**src/rtl/uart_axis_pkg.sv**
```systemverilog
`default_nettype none
// ============================================================================
//  Module      : uart_axis_pkg
//  Description : Shared types and helpers for the UART RX -> AXI-Stream
//                bridge: the receive FSM state type, parity mode
//                constants and the baud divider calculation.
//  Revision    : 1.0 - initial release
// ============================================================================
package uart_axis_pkg;

  // Receive FSM states with an explicit 3-bit encoding.
  typedef enum logic [2:0] {
    ST_IDLE   = 3'd0,
    ST_START  = 3'd1,
    ST_DATA   = 3'd2,
    ST_PARITY = 3'd3,
    ST_STOP   = 3'd4
  } rx_state_t;

  // Parity modes, resolved from the string parameter at elaboration.
  localparam int PAR_NONE = 0;
  localparam int PAR_EVEN = 1;
  localparam int PAR_ODD  = 2;

  // Clocks per bit; integer divide truncates toward zero.
  function automatic int calc_baud_div(input int clk_hz, input int baud);
    return clk_hz / baud;
  endfunction

endpackage
`default_nettype wire

```
**src/rtl/uart_rx_frame.sv**
```systemverilog
`default_nettype none
// ============================================================================
//  Module      : uart_rx_frame
//  Description : UART frame receiver. Synchronises rx, finds the start bit,
//                samples every bit at its centre, checks parity and stop
//                bit, and reports one result pulse per completed frame.
//  Revision    : 1.0 - initial release
//  Ports
//    clk, rst          clock, asynchronous active-high reset
//    rx_i              raw serial line (idle high, asynchronous)
//    byte_o            received data, valid while byte_valid_o is high
//    byte_valid_o      1-clk pulse: good frame received
//    parity_err_o      1-clk pulse: frame dropped on parity mismatch
//    frame_err_o       1-clk pulse: frame dropped, stop bit was 0
//    start_det_o       start-bit edge seen in IDLE (combinational)
//    idle_o            FSM is in IDLE
// ============================================================================
module uart_rx_frame
  import uart_axis_pkg::*;
#(
  parameter int BAUD_DIV  = 16,
  parameter int DATA_BITS = 8,
  parameter int PAR_MODE  = PAR_EVEN
) (
  input  logic                 clk,
  input  logic                 rst,
  input  logic                 rx_i,
  output logic [DATA_BITS-1:0] byte_o,
  output logic                 byte_valid_o,
  output logic                 parity_err_o,
  output logic                 frame_err_o,
  output logic                 start_det_o,
  output logic                 idle_o
);

  localparam int CNT_W = $clog2(BAUD_DIV);
  localparam int BIT_W = $clog2(DATA_BITS + 1);
  localparam logic [CNT_W-1:0] c_HALF_LAST = CNT_W'(BAUD_DIV / 2 - 1);
  localparam logic [CNT_W-1:0] c_FULL_LAST = CNT_W'(BAUD_DIV - 1);
  localparam logic [BIT_W-1:0] c_BITS_LAST = BIT_W'(DATA_BITS - 1);

  logic [1:0]           sync_q;
  logic                 w_rx;
  rx_state_t            state_q, state_d;
  logic [CNT_W-1:0]     baud_cnt_q, baud_cnt_d;
  logic [BIT_W-1:0]     bit_cnt_q, bit_cnt_d;
  logic [DATA_BITS-1:0] shift_q, shift_d;
  logic                 par_bad_q, par_bad_d;
  logic                 byte_valid_q, byte_valid_d;
  logic                 parity_err_q, parity_err_d;
  logic                 frame_err_q, frame_err_d;
  logic                 w_start;
  logic                 w_bit_done;

  assign w_rx = sync_q[1];

  always_comb begin
    state_d      = state_q;
    baud_cnt_d   = baud_cnt_q + 1'b1;
    bit_cnt_d    = bit_cnt_q;
    shift_d      = shift_q;
    par_bad_d    = par_bad_q;
    byte_valid_d = 1'b0;
    parity_err_d = 1'b0;
    frame_err_d  = 1'b0;
    w_start      = 1'b0;
    w_bit_done   = (baud_cnt_q == c_FULL_LAST);
    case (state_q)
      ST_IDLE: begin
        baud_cnt_d = '0;
        if (!w_rx) begin
          state_d = ST_START;
          w_start = 1'b1;
        end
      end
      ST_START: begin
        // Half-bit check rejects glitches and aligns later samples to mid-bit.
        if (baud_cnt_q == c_HALF_LAST) begin
          baud_cnt_d = '0;
          bit_cnt_d  = '0;
          par_bad_d  = 1'b0;
          state_d    = w_rx ? ST_IDLE : ST_DATA;
        end
      end
      ST_DATA: begin
        if (w_bit_done) begin
          baud_cnt_d = '0;
          shift_d    = {w_rx, shift_q[DATA_BITS-1:1]};
          bit_cnt_d  = bit_cnt_q + 1'b1;
          if (bit_cnt_q == c_BITS_LAST) begin
            state_d = (PAR_MODE == PAR_NONE) ? ST_STOP : ST_PARITY;
          end
        end
      end
      ST_PARITY: begin
        if (w_bit_done) begin
          baud_cnt_d = '0;
          par_bad_d  = ((^{shift_q, w_rx}) != (PAR_MODE == PAR_ODD));
          state_d    = ST_STOP;
        end
      end
      ST_STOP: begin
        // Leave at mid-stop so the next start edge is caught without slip.
        if (w_bit_done) begin
          baud_cnt_d = '0;
          state_d    = ST_IDLE;
          if (!w_rx) begin
            frame_err_d = 1'b1;
          end else if (par_bad_q) begin
            parity_err_d = 1'b1;
          end else begin
            byte_valid_d = 1'b1;
          end
        end
      end
      default: begin
        state_d    = ST_IDLE;
        baud_cnt_d = '0;
      end
    endcase
  end

  always_ff @(posedge clk or posedge rst) begin
    if (rst) begin
      sync_q       <= 2'b11;
      state_q      <= ST_IDLE;
      baud_cnt_q   <= '0;
      bit_cnt_q    <= '0;
      shift_q      <= '0;
      par_bad_q    <= 1'b0;
      byte_valid_q <= 1'b0;
      parity_err_q <= 1'b0;
      frame_err_q  <= 1'b0;
    end else begin
      sync_q       <= {sync_q[0], rx_i};
      state_q      <= state_d;
      baud_cnt_q   <= baud_cnt_d;
      bit_cnt_q    <= bit_cnt_d;
      shift_q      <= shift_d;
      par_bad_q    <= par_bad_d;
      byte_valid_q <= byte_valid_d;
      parity_err_q <= parity_err_d;
      frame_err_q  <= frame_err_d;
    end
  end

  assign byte_o       = shift_q;
  assign byte_valid_o = byte_valid_q;
  assign parity_err_o = parity_err_q;
  assign frame_err_o  = frame_err_q;
  assign start_det_o  = w_start;
  assign idle_o       = (state_q == ST_IDLE);

endmodule
`default_nettype wire

```
**src/rtl/uart_rx_axis_bridge.sv**
```systemverilog
`default_nettype none
// ============================================================================
//  Module      : uart_rx_axis_bridge
//  Description : UART receiver feeding a first-word-fall-through FIFO that
//                is presented as an AXI-Stream master.
//  Revision    : 1.0 - initial release
//  Build macro : UART_RX_IDLE_TLAST_EN - hold the newest byte in a staging
//                register and mark it tlast once the line has been idle
//                for IDLE_BITS bit-times. Undefined: tlast tied to 0.
//  Ports
//    clk, rst          clock, asynchronous active-high reset
//    rx                UART serial line (idle high)
//    m_axis_*          AXI-Stream master (tdata/tvalid/tready/tlast)
//    parity_err        1-clk pulse: frame dropped on parity mismatch
//    frame_err         1-clk pulse: frame dropped, stop bit was 0
//    overrun_err       1-clk pulse: byte dropped, FIFO full
//    fifo_level        current FIFO occupancy
// ============================================================================
module uart_rx_axis_bridge
  import uart_axis_pkg::*;
#(
  parameter int    CLK_FREQ   = 50_000_000,
  parameter int    BAUD       = 115_200,
  parameter int    DATA_BITS  = 8,
  parameter string PARITY     = "even",
  parameter int    FIFO_DEPTH = 16,
  parameter int    IDLE_BITS  = 10
) (
  input  logic                        clk,
  input  logic                        rst,
  input  logic                        rx,
  output logic [DATA_BITS-1:0]        m_axis_tdata,
  output logic                        m_axis_tvalid,
  input  logic                        m_axis_tready,
  output logic                        m_axis_tlast,
  output logic                        parity_err,
  output logic                        frame_err,
  output logic                        overrun_err,
  output logic [$clog2(FIFO_DEPTH):0] fifo_level
);

  localparam int BAUD_DIV = calc_baud_div(CLK_FREQ, BAUD);
  localparam int PAR_MODE = (PARITY == "none") ? PAR_NONE :
                            (PARITY == "odd")  ? PAR_ODD  : PAR_EVEN;
  localparam int AW       = $clog2(FIFO_DEPTH);
  localparam logic [AW:0] c_DEPTH = (AW + 1)'(FIFO_DEPTH);

  logic [DATA_BITS-1:0] w_byte;
  logic                 w_byte_valid;
  logic                 w_start_det;
  logic                 w_idle;

  uart_rx_frame #(
    .BAUD_DIV  (BAUD_DIV),
    .DATA_BITS (DATA_BITS),
    .PAR_MODE  (PAR_MODE)
  ) u_frame (
    .clk          (clk),
    .rst          (rst),
    .rx_i         (rx),
    .byte_o       (w_byte),
    .byte_valid_o (w_byte_valid),
    .parity_err_o (parity_err),
    .frame_err_o  (frame_err),
    .start_det_o  (w_start_det),
    .idle_o       (w_idle)
  );

  logic                 w_push;
  logic [DATA_BITS-1:0] w_push_data;
  logic                 w_pop;
  logic                 w_full;
  logic                 w_wr_en;

  logic [DATA_BITS-1:0] mem_q [FIFO_DEPTH];
  logic [AW-1:0]        wr_ptr_q, rd_ptr_q;
  logic [AW:0]          count_q;
  logic                 overrun_q;

  assign m_axis_tvalid = (count_q != '0);
  // Masked so tdata reads 0 out of reset and whenever the FIFO is empty.
  assign m_axis_tdata  = m_axis_tvalid ? mem_q[rd_ptr_q] : '0;
  assign w_pop         = m_axis_tvalid && m_axis_tready;
  assign w_full        = (count_q == c_DEPTH);
  // A same-cycle pop frees the head slot, so a push into a full FIFO is safe.
  assign w_wr_en       = w_push && (!w_full || w_pop);

`ifdef UART_RX_IDLE_TLAST_EN
  localparam int IDLE_CLKS = IDLE_BITS * BAUD_DIV;
  localparam int IW        = $clog2(IDLE_CLKS);
  localparam logic [IW-1:0] c_IDLE_LAST = IW'(IDLE_CLKS - 1);

  logic                 stage_valid_q;
  logic [DATA_BITS-1:0] stage_data_q;
  logic [IW-1:0]        idle_cnt_q;
  logic                 last_mem_q [FIFO_DEPTH];
  logic                 w_timeout;

  // Staged byte becomes end-of-burst after an uninterrupted idle stretch.
  assign w_timeout   = stage_valid_q && w_idle && !w_start_det && !w_byte_valid &&
                       (idle_cnt_q == c_IDLE_LAST);
  assign w_push      = (w_byte_valid && stage_valid_q) || w_timeout;
  assign w_push_data = stage_data_q;

  always_ff @(posedge clk or posedge rst) begin
    if (rst) begin
      stage_valid_q <= 1'b0;
      stage_data_q  <= '0;
      idle_cnt_q    <= '0;
    end else begin
      if (w_byte_valid) begin
        stage_valid_q <= 1'b1;
        stage_data_q  <= w_byte;
      end else if (w_timeout) begin
        stage_valid_q <= 1'b0;
      end
      if (w_byte_valid || w_start_det) begin
        idle_cnt_q <= '0;
      end else if (stage_valid_q && w_idle && !w_timeout) begin
        idle_cnt_q <= idle_cnt_q + 1'b1;
      end
    end
  end

  always_ff @(posedge clk) begin
    if (w_wr_en) begin
      last_mem_q[wr_ptr_q] <= w_timeout;
    end
  end

  assign m_axis_tlast = m_axis_tvalid && last_mem_q[rd_ptr_q];
`else
  assign w_push       = w_byte_valid;
  assign w_push_data  = w_byte;
  assign m_axis_tlast = 1'b0;
`endif

  always_ff @(posedge clk or posedge rst) begin
    if (rst) begin
      wr_ptr_q  <= '0;
      rd_ptr_q  <= '0;
      count_q   <= '0;
      overrun_q <= 1'b0;
    end else begin
      overrun_q <= w_push && w_full && !w_pop;
      if (w_wr_en) begin
        wr_ptr_q <= wr_ptr_q + 1'b1;
      end
      if (w_pop) begin
        rd_ptr_q <= rd_ptr_q + 1'b1;
      end
      case ({w_wr_en, w_pop})
        2'b10:   count_q <= count_q + 1'b1;
        2'b01:   count_q <= count_q - 1'b1;
        default: count_q <= count_q;
      endcase
    end
  end

  always_ff @(posedge clk) begin
    if (w_wr_en) begin
      mem_q[wr_ptr_q] <= w_push_data;
    end
  end

  assign overrun_err = overrun_q;
  assign fifo_level  = count_q;

endmodule
`default_nettype wire

```
**config.mk**
```make
export PLATFORM = sky130hd
export DESIGN_NAME = uart_rx_axis_bridge
export DESIGN_NICKNAME = d
export VERILOG_FILES = /design/src/rtl/uart_axis_pkg.sv /design/src/rtl/uart_rx_frame.sv /design/src/rtl/uart_rx_axis_bridge.sv
export SDC_FILE = /design/constraint.sdc
export NUM_CORES = 1
export LEC_CHECK = 0
export CORE_MARGIN = 2
export CORE_UTILIZATION = 30
export DETAILED_ROUTE_END_ITERATION = 8
export PLACE_DENSITY = 0.42
export SYNTH_ARGS = -nofsm -noshare
export SYNTH_HDL_FRONTEND = slang
export SYNTH_HIERARCHICAL = 1
export SYNTH_SLANG_ARGS = --single-unit
export TNS_END_PERCENT = 1
```
**constraint.sdc**
```tcl
create_clock -name clk -period 2.9 [get_ports clk]
set_clock_uncertainty 0.05 [all_clocks]
set_input_delay 0.58 -clock clk [delete_from_list [all_inputs] [get_ports clk]]
set_output_delay 0.58 -clock clk [all_outputs]
set_load 0.005 [all_outputs]
```
# Yosys cells after proc, flatten, opt, wreduce, memory -nomap -nowiden
# Memory sizes are Yosys's and may differ from the RTL's.
# Cells that the tools add are included.
# word_totals
reg_bits	44
ramBits	128
input_bits	4
output_inout_bits	18
n_memories	1
# memory_table
name	depth	width	rd	rd_clocked_by_memory_dff	write_ports	line	source
mem_q	16	8	1	0	1	uart_rx_axis_bridge.sv:75	logic [DATA_BITS-1:0] mem_q [FIFO_DEPTH];
# classes
add_sub_neg	6
n_eq_ne	16
mux	32
n_reduce_logical	18
# op_table
operator	n
3-bit 2-to-1 mux	6
9-bit 2-to-1 mux	2
9-bit case mux with 2 select lines	1
1-bit 2-to-1 mux	15
3-bit case mux with 5 select lines	1
4-bit by 1-bit adder with 4-bit output, second input constant	3
2-bit by 1-bit != test with 1-bit output, second input constant	5
5-bit case mux with 2 select lines	1
9-bit by 1-bit adder with 9-bit output, second input constant	1
9-bit by 8-bit equality test with 1-bit output, second input constant	1
9-bit equality test, second input constant	1
9-bit XOR reduction	1
4-bit 2-to-1 mux	2
8-bit 2-to-1 mux	1
4-bit case mux with 2 select lines	1
3-bit by 2-bit equality test with 1-bit output, second input constant	2
3-bit AND reduction	2
6-bit AND reduction	1
2-bit nonzero test	3
5-bit by 1-bit adder with 5-bit output, second input constant	1
5-bit equality test, second input constant	1
5-bit nonzero test	1
5-bit by 1-bit subtractor with 5-bit output, second input constant	1
4-bit by 3-bit equality test with 1-bit output, second input constant	1
13 further kinds	17

# Logic depth before layout (Yosys ltp)
# logic_depth
ltp_word	6
ltp_mapped	9
depth_no_buf	8

# Modules after synthesis
# The synthesis kept the hierarchy.
# modules_own_cells
module	n_inst	cells_each	area_per_inst_um2
uart_rx_axis_bridge	1	309	5894.4
uart_rx_frame	1	130	1508.9

# Worst setup path after synthesis
# Ideal clock, no wire load.
# synth_timing
path_kind	input-to-reg
start	input m_axis_tready
end	register count_q[4] (netlist: fifo_level[4])
setup_ps	126
arrival_ps	2210
required_time_ps	2724
slack_ps	513
path_stages	8
cell_sequence	nor2b_1 -> a21boi_1 -> xor2_1 -> ha_1 -> and3_1 -> o21ai_0 -> mux2i_1 -> a311o_1
# synth_via
elab_chain_len	5
elab_cells_between_ends	7
classes_between	2 x eq/ne; 1 x mux; 4 x reduce/logical
# synth_rtl
element	line	source
start: declaration	uart_rx_axis_bridge.sv:34	input logic m_axis_tready,
1-bit logical AND (*)	uart_rx_axis_bridge.sv:83	assign w_pop = m_axis_tvalid && m_axis_tready;
1-bit logical OR	uart_rx_axis_bridge.sv:86	assign w_wr_en = w_push && (!w_full || w_pop);
1-bit logical AND	uart_rx_axis_bridge.sv:86	
2-bit by 1-bit equality test with 1-bit output / 2-bit equality test (equally long branches)	uart_rx_axis_bridge.sv:152	case ({w_wr_en, w_pop})
5-bit case mux with 2 select lines / 2-bit nonzero test (equally long branches)	-	
end signal: assignment	uart_rx_axis_bridge.sv:153	2'b10: count_q <= count_q + 1'b1;
end signal: assignment	uart_rx_axis_bridge.sv:154	2'b01: count_q <= count_q - 1'b1;
end signal: assignment	uart_rx_axis_bridge.sv:155	default: count_q <= count_q;
end: declaration	uart_rx_axis_bridge.sv:77	logic [AW:0] count_q;
# Mark *: on every way between the ends. The rest lies on a longest branch, timed or not.
# A chain may end at the register's enable or synchronous reset.

# Final worst setup path
# layout_timing
start	register rd_ptr_q[0]
end	output m_axis_tdata[6]
# layout_via
elab_chain_len	2
# layout_rtl
element	line	source
start: declaration	uart_rx_axis_bridge.sv:76	logic [AW-1:0] wr_ptr_q, rd_ptr_q;
start signal: assignment	uart_rx_axis_bridge.sv:150	rd_ptr_q <= rd_ptr_q + 1'b1;
memory 16 x 8 bit	-	
8-bit 2-to-1 mux	uart_rx_axis_bridge.sv:82	assign m_axis_tdata = m_axis_tvalid ? mem_q[rd_ptr_q] : '0;
end: declaration	uart_rx_axis_bridge.sv:32	output logic [DATA_BITS-1:0] m_axis_tdata,
# No other way between the ends.

==> out/metrics.cfg <==
[outcome]
outcome=finished, final reports clean

[clocking]
cts_tree=built
clk_pin_slew_worst_paths_ns=0.06
htreeDepth=4
cts_hold_buf=0
cts.sinks=172
clock_latency_ns=0.42
cts-root-buf=clkbuf_16
clk_path_buf_depth=2
cts_made_buffers=17

[global_route]
grt_usage=0.126
grt_pass1_wl_mm=24.1
antenna_found_initial=0
grt-ovfl-total=0
first_global_vias=4082
grt_start_max_net_pins=31

[hold_path]
whs_endpoint=u_frame/sync_q[1]
min-delay-start=u_frame/sync_q[0]
min_path_cells=0
min_path_type=reg -> reg

[detailed_routing]
antenna_left=0
post_drt_wl_per_cell_um=18.4
num_vias=3794
firstDrtPassIters=5
drc=0
viasPerCell=4.61
initialDrtViolationCount=283
drt-total-wl_mm=15.1

[cells_and_area]
antenna_cells=0
num-fill-cells=2304
syn_to_final_growth_pct=19.5
layout-drive-gt1-share=0.289
instances_no_fill=823
fin_nets=501
regArea_um2=4950
multi_input_area_um2=2330
final_util=0.364

[placement]
io_buffers=20
place_congestion=0.798
dp_hpwl_mm=9.65
placed_cells=789
pre_cts_ws_ns=-0.114

[setup_path]
crit_required_ns=2.27
r2r_end=fifo_level[4]
rrSetupSlack_ns=0.33
crit_fanout=7
arrival_ns=2.23
r2r-start=fifo_level[0]
critPathKind=reg -> out
ff2ff_path_depth=8
critPathCaptureType=output port
critPathLaunchType=flip-flop

[floorplan]
floorplan.rows=57
core_um2=24200
io_pins=22
die_y_um=161
fp.dieW_um=161
initial_core_util=0.305
die-area_um2=25900

[yosys]
ys.warnings.count=6
synth_area_per_cell_um2=16.9
synth_nets=452
syn-cell-area_um2=7390
synth_cells=437

[timing]
slew-limit-headroom=0.473
rsz0062_at_grt=true
maxSlewViolCount=0
fin_crit_ns=2.86
fmax_mhz=350
fin_crit_sh=0.986
hold_viol_final=0
setup_viol=0
worstMarginPinSlew_ns=0.791
fin_ws_ns=0.0404

[power]
p_per_area_nw_per_um2=741
irDropWorstVdd_mv=0.383
p_leak_nw=3.51

[run]
cap_violations=0

-- layer usage --
layer	track usage	vias up	wire length [µm]
li1	-	1777	-
met1	0.171	1952	7270
met2	0.202	55	7260
met3	0.0311	10	450
met4	0.0329	0	138
met5	0	-	0
-- cells in the final DEF (no fill, tap or decap), drive strengths merged, types with 12 or more instances in the layout --
cell type        n
clkdlybuf4s50   12
mux4            32
nand3           12
clkbuf          20
edfxtp         128
nor2            17
a21oi           12
mux2i           13
o21ai           15
inv             18
dfrtp           42
buf             36
mux2            18
xnor2           14
-- stage by stage --
stage,cell area [µm²],setup TNS (ns),total power [mW],hold slack [ns]
2_1_floorplan,7390,0,3.67,0.295
3_3_place_gp,8160,-0.0114,4.20,0.295
3_5_place_dp,8160,-0.114,4.20,0.297
4_1_cts,8830,-0.182,6.68,0.307
5_1_grt,8830,-0.232,6.88,0.315
6_report,8830,0,6.55,0.307
-- sequential cells by signal (all words and copies together), names as in the netlist, 2 cells and up --
register and count:
u_frame/bit_cnt_q 4, rd_ptr_q 4, u_frame/sync_q 2, fifo_level 5, u_frame/state_q 3, wr_ptr_q 4, u_frame/baud_cnt_q 9, mem_q 128
u_frame/byte_o 8
-- report_power, final --
part           switching (mW)  internal, mW
Clock                   0.936          1.45
Sequential              0.164          2.69
Combinational           0.615         0.700
Total                    1.72          4.83
-- area by class of cell --
cell class,instances,share of cell area
Inverter,16,0.00680
Sequential cell,172,0.560
Clock buffer,18,0.0486
Timing Repair Buffer,50,0.0526
Multi-Input combinational cell,229,0.264
Tap cell,324,0.0459
Clock inverter,14,0.0220
-- how the worst max path moves through the flow --
stage / startpoint / to / slack (ns) / cells past startpoint
after floorplan: m_axis_tready / fifo_level[4] / 0.51 / 8
after global placement: m_axis_tready / fifo_level[4] / -0.01 / 8
after detailed placement: m_axis_tready / fifo_level[4] / -0.11 / 9
after CTS: rd_ptr_q[0] / m_axis_tdata[4] / -0.06 / 7
after global routing: rd_ptr_q[0] / m_axis_tdata[5] / -0.06 / 6
final: rd_ptr_q[0] / m_axis_tdata[6] / 0.04 / 6
-- critical path: stages (launching register included) --
cell and delay, ns:
dfrtp_2 0.45, buf_12 0.16, mux4_2 0.52, mux2_4 0.30, o21ai_2 0.11, a21oi_1 0.08
buf_2 0.19
-- what timing repair did --
action	in CTS	in global routing
resized for setup	35	11
buffers inserted	2	0
cloned	1	0
setup endpoints to repair	8	9
Power figures use the tool's default switching activity.
